===== src/rtl/uart_cmd_responder_pkg.sv =====
// rtl/uart_cmd_responder_pkg.sv - frame constants, state encoding and status rule for the UART command responder
package uart_cmd_responder_pkg;

  localparam logic [7:0] SOF_REQ = 8'hA5;
  localparam logic [7:0] SOF_RSP = 8'h5A;

  localparam logic [7:0] CMD_WRITE = 8'h01;
  localparam logic [7:0] CMD_READ  = 8'h02;
  localparam logic [7:0] CMD_ECHO  = 8'h03;

  localparam logic [7:0] STATUS_OK       = 8'h00;
  localparam logic [7:0] STATUS_BAD_CHK  = 8'h01;
  localparam logic [7:0] STATUS_BAD_CMD  = 8'h02;
  localparam logic [7:0] STATUS_BAD_ADDR = 8'h03;

  localparam int REQ_LEN = 5;
  localparam int RSP_LEN = 4;

  typedef enum logic [3:0] {
    ST_IDLE,
    ST_GET_CMD,
    ST_GET_ADDR,
    ST_GET_DATA,
    ST_GET_CHK,
    ST_EXEC,
    ST_TX_ISSUE,
    ST_TX_GUARD,
    ST_TX_WAIT
  } state_t;

  // Checksum beats command, command beats address; echo never looks at the address.
  function automatic logic [7:0] calc_status(input logic [7:0] cmd, input logic [7:0] addr,
                                             input logic [7:0] data, input logic [7:0] chk,
                                             input int num_regs);
    if (chk != (cmd ^ addr ^ data))
      return STATUS_BAD_CHK;
    if (cmd != CMD_WRITE && cmd != CMD_READ && cmd != CMD_ECHO)
      return STATUS_BAD_CMD;
    if (cmd != CMD_ECHO && int'(addr) >= num_regs)
      return STATUS_BAD_ADDR;
    return STATUS_OK;
  endfunction

endpackage


===== src/rtl/uart_frame_timeout.sv =====
// rtl/uart_frame_timeout.sv - loadable inter-byte down-counter with clear and expire strobe
module uart_frame_timeout #(
  parameter int TIMEOUT_CYCLES = 1000000
) (
  input  logic i_clk,
  input  logic i_reset,
  input  logic i_clr,
  input  logic i_en,
  output logic o_expire
);

  localparam int CW = (TIMEOUT_CYCLES > 2) ? $clog2(TIMEOUT_CYCLES) : 1;
  localparam logic [CW-1:0] LOAD_VAL = CW'(TIMEOUT_CYCLES - 1);

  logic [CW-1:0] r_cnt;

  always_ff @(posedge i_clk) begin
    if (i_reset || i_clr)
      r_cnt <= LOAD_VAL;
    else if (i_en && r_cnt != '0)
      r_cnt <= r_cnt - CW'(1);
  end

  // A clear in the expiring cycle wins, so a byte arriving right at the limit keeps the frame.
  assign o_expire = i_en && !i_clr && (r_cnt == '0);

endmodule


===== src/rtl/uart_cmd_responder.sv =====
// rtl/uart_cmd_responder.sv - parses 5-byte request frames, runs the register op, returns a 4-byte response
module uart_cmd_responder
  import uart_cmd_responder_pkg::*;
#(
  parameter int NUM_REGS       = 16,
  parameter int TIMEOUT_CYCLES = 1000000,
  localparam int AW            = (NUM_REGS > 1) ? $clog2(NUM_REGS) : 1
) (
  input  logic          i_system_clk,
  input  logic          i_reset,
  input  logic          i_rx_complete,
  input  logic [7:0]    i_rx_data,
  input  logic [1:0]    i_rx_error_bit,
  input  logic          i_tx_busy,
  output logic [7:0]    o_tx_data,
  output logic          o_tx_wr_en,
  output logic          o_reg_wr_en,
  output logic [AW-1:0] o_reg_addr,
  output logic [7:0]    o_reg_wdata,
  input  logic [7:0]    i_reg_rdata,
  output logic          o_pkt_ok,
  output logic          o_pkt_err,
  output logic          o_timeout,
  output logic          o_busy
);

  state_t        r_state;
  logic [7:0]    r_cmd;
  logic [7:0]    r_addr;
  logic [7:0]    r_data;
  logic [7:0]    r_status;
  logic [7:0]    r_rdata;
  logic [1:0]    r_idx;
  logic [7:0]    r_tx_data;
  logic          r_tx_wr_en;
  logic          r_reg_wr_en;
  logic [AW-1:0] r_reg_addr;
  logic [7:0]    r_reg_wdata;
  logic          r_pkt_ok;
  logic          r_pkt_err;
  logic          r_timeout;

  logic       w_in_get;
  logic       w_byte_ok;
  logic       w_byte_bad;
  logic       w_expire;
  logic [7:0] w_status;
  logic [7:0] w_rsp_byte;

  assign w_in_get   = (r_state == ST_GET_CMD) || (r_state == ST_GET_ADDR) ||
                      (r_state == ST_GET_DATA) || (r_state == ST_GET_CHK);
  assign w_byte_ok  = i_rx_complete && (i_rx_error_bit == 2'b00);
  assign w_byte_bad = i_rx_complete && (i_rx_error_bit != 2'b00);
  assign w_status   = calc_status(r_cmd, r_addr, r_data, i_rx_data, NUM_REGS);

  always_comb begin
    w_rsp_byte = SOF_RSP;
    case (r_idx)
      2'd1:    w_rsp_byte = r_status;
      2'd2:    w_rsp_byte = r_rdata;
      2'd3:    w_rsp_byte = r_status ^ r_rdata;
      default: w_rsp_byte = SOF_RSP;
    endcase
  end

  uart_frame_timeout #(
    .TIMEOUT_CYCLES(TIMEOUT_CYCLES)
  ) u_timeout (
    .i_clk    (i_system_clk),
    .i_reset  (i_reset),
    .i_clr    (i_rx_complete || (r_state == ST_IDLE)),
    .i_en     (w_in_get),
    .o_expire (w_expire)
  );

  always_ff @(posedge i_system_clk) begin
    if (i_reset) begin
      r_state     <= ST_IDLE;
      r_cmd       <= '0;
      r_addr      <= '0;
      r_data      <= '0;
      r_status    <= '0;
      r_rdata     <= '0;
      r_idx       <= '0;
      r_tx_data   <= '0;
      r_tx_wr_en  <= 1'b0;
      r_reg_wr_en <= 1'b0;
      r_reg_addr  <= '0;
      r_reg_wdata <= '0;
      r_pkt_ok    <= 1'b0;
      r_pkt_err   <= 1'b0;
      r_timeout   <= 1'b0;
    end else begin
      r_tx_wr_en  <= 1'b0;
      r_reg_wr_en <= 1'b0;
      r_pkt_ok    <= 1'b0;
      r_pkt_err   <= 1'b0;
      r_timeout   <= 1'b0;
      case (r_state)
        ST_IDLE: begin
          if (w_byte_ok && i_rx_data == SOF_REQ)
            r_state <= ST_GET_CMD;
        end
        ST_GET_CMD, ST_GET_ADDR, ST_GET_DATA, ST_GET_CHK: begin
          if (w_byte_bad) begin
            r_pkt_err <= 1'b1;
            r_state   <= ST_IDLE;
          end else if (w_byte_ok) begin
            case (r_state)
              ST_GET_CMD: begin
                r_cmd   <= i_rx_data;
                r_state <= ST_GET_ADDR;
              end
              ST_GET_ADDR: begin
                r_addr     <= i_rx_data;
                r_reg_addr <= i_rx_data[AW-1:0];
                r_state    <= ST_GET_DATA;
              end
              ST_GET_DATA: begin
                r_data  <= i_rx_data;
                r_state <= ST_GET_CHK;
              end
              default: begin
                // Status is decided on the CHK byte so the write strobe and the
                // ok/err pulse land in the EXEC cycle itself.
                r_status <= w_status;
                if (w_status == STATUS_OK) begin
                  r_pkt_ok <= 1'b1;
                  if (r_cmd == CMD_WRITE) begin
                    r_reg_wr_en <= 1'b1;
                    r_reg_wdata <= r_data;
                  end
                end else begin
                  r_pkt_err <= 1'b1;
                end
                r_state <= ST_EXEC;
              end
            endcase
          end else if (w_expire) begin
            r_timeout <= 1'b1;
            r_state   <= ST_IDLE;
          end
        end
        ST_EXEC: begin
          if (r_status != STATUS_OK)
            r_rdata <= 8'h00;
          else if (r_cmd == CMD_READ)
            r_rdata <= i_reg_rdata;
          else if (r_cmd == CMD_ECHO)
            r_rdata <= r_data;
          else
            r_rdata <= 8'h00;
          r_idx   <= 2'd0;
          r_state <= ST_TX_ISSUE;
        end
        ST_TX_ISSUE: begin
          if (!i_tx_busy) begin
            r_tx_data  <= w_rsp_byte;
            r_tx_wr_en <= 1'b1;
            r_state    <= ST_TX_GUARD;
          end
        end
        ST_TX_GUARD: begin
          r_state <= ST_TX_WAIT;
        end
        ST_TX_WAIT: begin
          if (!i_tx_busy) begin
            if (r_idx == 2'(RSP_LEN - 1)) begin
              r_state <= ST_IDLE;
            end else begin
              r_idx   <= r_idx + 2'd1;
              r_state <= ST_TX_ISSUE;
            end
          end
        end
        default: r_state <= ST_IDLE;
      endcase
    end
  end

  assign o_tx_data   = r_tx_data;
  assign o_tx_wr_en  = r_tx_wr_en;
  assign o_reg_wr_en = r_reg_wr_en;
  assign o_reg_addr  = r_reg_addr;
  assign o_reg_wdata = r_reg_wdata;
  assign o_pkt_ok    = r_pkt_ok;
  assign o_pkt_err   = r_pkt_err;
  assign o_timeout   = r_timeout;
  assign o_busy      = (r_state != ST_IDLE);

endmodule


===== config.mk =====
export PLATFORM = sky130hd
export DESIGN_NAME = uart_cmd_responder
export DESIGN_NICKNAME = d
export VERILOG_FILES = /design/src/rtl/uart_cmd_responder_pkg.sv /design/src/rtl/uart_frame_timeout.sv /design/src/rtl/uart_cmd_responder.sv
export SDC_FILE = /design/constraint.sdc
export NUM_CORES = 1
export LEC_CHECK = 0
export BUFFER_PORTS_ARGS = -buffer_cell sky130_fd_sc_hd__buf_2
export CAP_MARGIN = 20
export CORE_MARGIN = 2
export CORE_UTILIZATION = 60
export DETAILED_ROUTE_END_ITERATION = 10
export GPL_TIMING_DRIVEN = 0
export PLACE_DENSITY = 0.81
export SYNTH_ARGS = -nofsm -noshare
export SYNTH_HDL_FRONTEND = slang
export SYNTH_HIERARCHICAL = 1
export SYNTH_SLANG_ARGS = --single-unit

===== constraint.sdc =====
create_clock -name i_system_clk -period 5.3 [get_ports i_system_clk]
set_input_delay 0.53 -clock i_system_clk [delete_from_list [all_inputs] [get_ports i_system_clk]]
set_output_delay 0.53 -clock i_system_clk [all_outputs]
set_load 0.01 [all_outputs]

## Word level (Yosys, flattened, before mapping)

Index checks and enable logic that the tools add are counted.

| operators by class | value |
|---|---|
| add/subtract/negate cells | 2 |
| $lt $le $gt $ge | 1 |
| equality and inequality tests | 24 |
| mux-type cells | 36 |
| bitwise operators | 10 |
| reduce and logical (&&, ||, !) cells | 39 |

Operator list:

| cell | number |
|---|---|
| 8-bit two-way mux | 9 |
| 4-bit two-way mux | 6 |
| 4-bit one-hot mux with 6 select lines | 1 |
| 8-bit one-hot mux with 3 select lines | 1 |
| 8-bit XOR | 3 |
| 20-bit logical NOT | 1 |
| 4-bit AND reduction | 5 |
| 20-bit nonzero test | 1 |
| 20-bit by 1-bit subtractor with 20-bit output, second input constant | 1 |
| 4-bit by 3-bit == test with 1-bit output, second input constant | 4 |
| 8-bit by 2-bit == test with 1-bit output, second input constant | 2 |
| 8-bit by 2-bit != test with 1-bit output, second input constant | 2 |
| 1-bit two-way mux | 14 |
| 1-bit logical AND | 9 |
| 3-bit one-hot mux with 3 select lines | 1 |
| 4-bit by 2-bit == test with 1-bit output, second input constant | 2 |
| 8-bit by 1-bit == test with 1-bit output, second input constant | 1 |
| 8-bit == test, second input constant | 1 |
| 8-bit by 5-bit greater-or-equal comparator with 1-bit output, second input constant | 1 |
| 8-bit logical NOT | 1 |
| 8-bit by 1-bit != test with 1-bit output, second input constant | 1 |
| 8-bit != test | 1 |
| 8-bit nonzero test | 1 |
| 4-bit OR reduction | 2 |
| other kinds (25) | 41 |

| word-level totals | value |
|---|---|
| register bits | 91 |
| bits of input ports | 22 |

## Longest topological paths before layout

| depth | value |
|---|---|
| depth after elaboration | 15 |
| gate-level depth with buffers | 9 |
| mapped depth without buffers | 8 |

## Modules after synthesis

Netlist, hierarchy kept.

Modules (own cells, without submodules):

| module | times used | cells each | area an instance (sq um) | sequential area each (sq um) |
|---|---|---|---|---|
| uart_cmd_responder | 1 | 338 | 3074.2 | 1221.2 |
| uart_frame_timeout | 1 | 132 | 1183.6 | 400.4 |

## Least setup slack after synthesis

Ideal clock, no wire load.

| timing | value |
|---|---|
| path type | register to register |
| start | reg r_state[0] |
| end | reg r_state[0] |
| library setup time | 0.070 ns |
| data arrival time | 2.187 ns |
| data required time | 5.230 ns |
| path slack | 3.042 ns |
| cell stages (with the launch flop) | 10 |
| path buffers | 2 |
| period minus slack after synthesis | 2.258 ns |
| cell sequence | dfxtp_1 -> buf_1 -> o21ai_0 -> and3b_1 -> clkbuf_1 -> inv_1 -> nor4_1 -> o211ai_1 -> or2_1 -> a21oi_1 |

| on the way | value |
|---|---|
| word-level cells in the longest chain between the ends | 8 |
| elaborated cells between the ends (all ways) | 26 |

Ends and longest elaborated chain:

| element | RTL line | text |
|---|---|---|
| from (decl) | uart_cmd_responder.sv:27 | `state_t r_state;` |
| from (signal assigned) | uart_cmd_responder.sv:78 | `r_state <= ST_IDLE;` |
| from (signal assigned) | uart_cmd_responder.sv:102 | `r_state <= ST_GET_CMD;` |
| from (signal assigned) | uart_cmd_responder.sv:107 | `r_state <= ST_IDLE;` |
| 4-bit by 1-bit == test with 1-bit output / 4-bit by 2-bit == test with 1-bit output (equally long branches) | uart_cmd_responder.sv:50 | `assign w_in_get = (r_state == ST_GET_CMD) \|\| (r_state == ST_GET_ADDR) \|\|` |
| 1-bit logical OR (2 in series) | uart_cmd_responder.sv:50 |  |
| 1-bit logical OR * | uart_cmd_responder.sv:51 | `(r_state == ST_GET_DATA) \|\| (r_state == ST_GET_CHK);` |
| net w_in_get | uart_cmd_responder.sv:43 | `logic w_in_get;` |
| 1-bit logical AND * (2 in series) | uart_frame_timeout.sv:25 | `assign o_expire = i_en && !i_clr && (r_cnt == '0);` |
| net w_expire | uart_cmd_responder.sv:46 | `logic w_expire;` |
| 4-bit by 3-bit != test with 1-bit output (no line) * | n/a |  |
| 4-bit AND reduction (no line) * | n/a |  |

The timed path passes the listed nets; every way through them passes the cells marked *.
A chain may end at the register's enable or synchronous reset.

## Worst setup path after layout

| timing | value |
|---|---|
| start | reg r_state[1] |
| end | reg r_state[0] |

The elaborated chain is that of the path after synthesis.

==> results.cfg <==
[status]
status = complete, no violations

[global_routing]
grt_max_degree = 14
grt-ovfl-total = 0
antenna_found_initial = 0
grt_pass1_wl_um = 16400
track_usage = 0.273
grt_pass1_vias = 3411

[yosys]
ys_warn_count = 6
syn-cell-area_sq_um = 4260
postSynthNetCount = 497
synth_ff_type = dfxtp_1
async_reset_ff_frac = 0
synth_cells = 470
yosysSeqAreaShare = 0.381
ys_types = 67
synth_edf_count = 0
ys_ff_latch = 81
syn_avg_cell_area_sq_um = 9.06

[timing]
fmax_mhz = 336
tightest_slew_ns = 0.757
rsz0062_at_grt = false
period_needed_ns = 2.98
slew_headroom = 0.490
final_hold_viol_count = 0
finClkSkew_ns = 0.00744
setup_tns_ns = 0
finalMaxSlewViolations = 0
finalSetupViolations = 0
min_period_over_period = 0.562

[setup_path]
rrSetupSlack_ns = 2.32
worstPathCellList = clkbuf_1 > o21ai_0 > and3b_1 > clkbuf_1 > inv_1 > nor4_1 > o211ai_1 > or2_1 > a21oi_1
critPathRequiredTime_ns = 5.60
endpoint_kind = register
cpMaxStageDelayCell = nor4_1
critical_path_cell_count = 9
worst-setup-path-type = reg -> reg
crit_top_cell = clkbuf_1
cp-startpoint = r_state[1]
crit_fanout = 10
r2r_start = r_state[1]
cp-start-kind = register
r2r-end = r_state[0]
path_buf_inv = 3
reg2reg_depth = 9
crit_arrival_ns = 3.28
crit_end = r_state[0]
slowest_delay_ns = 0.53
critPathTopFamily = simple AND/OR/NAND/NOR gates

[floorplan]
dieArea_sq_um = 7790
io_pins = 48
start_util = 0.623
die_h_um = 88.2
num_rows = 30
fp.dieW_um = 88.2
core-area_sq_um = 6830

[layout]
most-common-layout-cells = dfxtp_1, nor2_1, buf_2, mux2i_1, xnor2_1
final_nets = 555
layout_commonest_cell = dfxtp_1
final_layout_size_suffix_gt1_frac = 0.190
area_growth_syn_to_layout_pct = 14.9
n_antenna_cell = 0

[routing]
vias = 3744
ant_nets = 0
finalWirelength_um = 10200
avgRoutedWirePerCell_um = 16.2
dr.pass1.iters = 4
vias_per_cell = 5.96
drt-initial-drc-count = 213
drc = 0

[clocking]
cts_setup_buffers = 0
clock_latency_ns = 0.36
clk_pin_slew_ns = 0.08
cts.sinks = 81
htree_num_levels = 3
cts_resized = 0
clk_path_buf_depth = 2
clock-root-buffer = clkbuf_8
numCtsBuffers = 9
ctsHoldBuffers = 0
cts_tree = built

[placement]
portBuffers = 47
hpwl_um = 7330
place.gp.congestion = 0.901

[job]
cap_violations = 0

[pwr]
power_density_nw_per_um2 = 295
p_leak_nw = 1.99
total_power_mw = 1.45
ir_worst_vdd_mv = 0.224

[min_path]
min_path_type = reg -> reg
## where the power goes
group / internal, mW / switching, mW / leakage [nW]
registers: 0.617 / 0.00892 / 0.653
clock network: 0.405 / 0.229 / 0.139
logic: 0.0715 / 0.115 / 1.20
## worst min-delay path, stage by stage (launching register included)
cell and delay (ns):
dfxtp_1 0.31, nand2_1 0.05, a21oi_1 0.05
## cells by family (layout without fill, tap and decap cells)
kind of cell	after synthesis	count (layout)	share of synthesized area
adder cells (fa/ha/maj)	6	6	0.0170
XOR/XNOR	26	26	0.0535
multiplexers	49	49	0.118
buffers and inverters	35	97	0.0388
AO/OA/AOI/OAI	73	73	0.115
AND/OR/NAND/NOR	200	200	0.277
flip-flops	81	81	0.381
## cell type report
cell class	instances	area (sq um)
buffer	26	131
fill	547	1940
clock buffer	9	124
tap	96	120
inverter	9	33.8
multi-input combinational	354	2470
clock inverter	6	155
sequential	81	1620
timing repair buffer	47	235
## worst min-delay path by stage
stage,startpoint,to,slack (ns),depth (start not counted)
global route,o_tx_data[2],o_tx_data[2],0.48,2
floorplan,r_status[1],r_status[1],0.45,2
detailed placement,o_tx_data[2],o_tx_data[2],0.44,2
finish,o_tx_data[2],o_tx_data[2],0.45,2
CTS,o_tx_data[2],o_tx_data[2],0.45,2
global placement,o_tx_data[2],o_tx_data[2],0.44,2
## cell usage after synthesis, drive strengths merged, types with 3 or more instances
cell	n	area, sq um
mux2	9	101
nand4	9	62.6
ha	5	62.6
nor4b	4	50.1
nand2b	21	131
nor3b	3	27.5
xor2	4	35.0
a21oi	19	95.1
nand3	9	45.0
nor3	7	62.6
or3	9	61.3
o31ai	7	52.6
nor2	70	263
a211oi	4	30.0
o21ai	13	65.1
nor4	12	111
o311ai	3	33.8
nand2	17	63.8
a22oi	8	60.1
nor2b	8	50.1
and3b	3	26.3
xnor2	22	193
dfxtp	81	1620
a32oi	3	26.3
or4	9	78.8
inv	9	33.8
clkbuf	18	77.6
or2	4	25.0
and2	5	32.5
mux2i	40	400
buf	8	53.8
## registers in the layout (all words and copies together), names as in the netlist
| register | cells |
|---|---|
| o_pkt_err | 1 |
| o_timeout | 1 |
| r_addr | 8 |
| r_data | 8 |
| r_idx | 2 |
| o_tx_data | 8 |
| r_state | 4 |
| r_cmd | 8 |
| o_reg_wr_en | 1 |
| r_status | 2 |
| o_reg_wdata | 8 |
| u_timeout/r_cnt | 20 |
| o_tx_wr_en | 1 |
| r_rdata | 8 |
| o_pkt_ok | 1 |
## metal layers
metal / global-route usage / routed length [um]
met1: 0.362 / 4610
met2: 0.433 / 4760
met3: 0.0485 / 535
met4: 0.128 / 287
met5: 0 / 0
## stage by stage
stage / util / cells / cell area, sq um / hold slack, ns / setup WS, ns
4_1_cts: 0.716 / 628 / 4890 / 0.453 / 2.41
5_1_grt: 0.716 / 628 / 4890 / 0.481 / 2.21
6_report: 0.716 / 628 / 4890 / 0.451 / 2.32
3_3_place_gp: 0.675 / 613 / 4610 / 0.441 / 2.52
3_5_place_dp: 0.675 / 613 / 4610 / 0.443 / 2.48
2_1_floorplan: - / 470 / 4260 / 0.445 / 3.04
(Power assumes the default switching activity.)
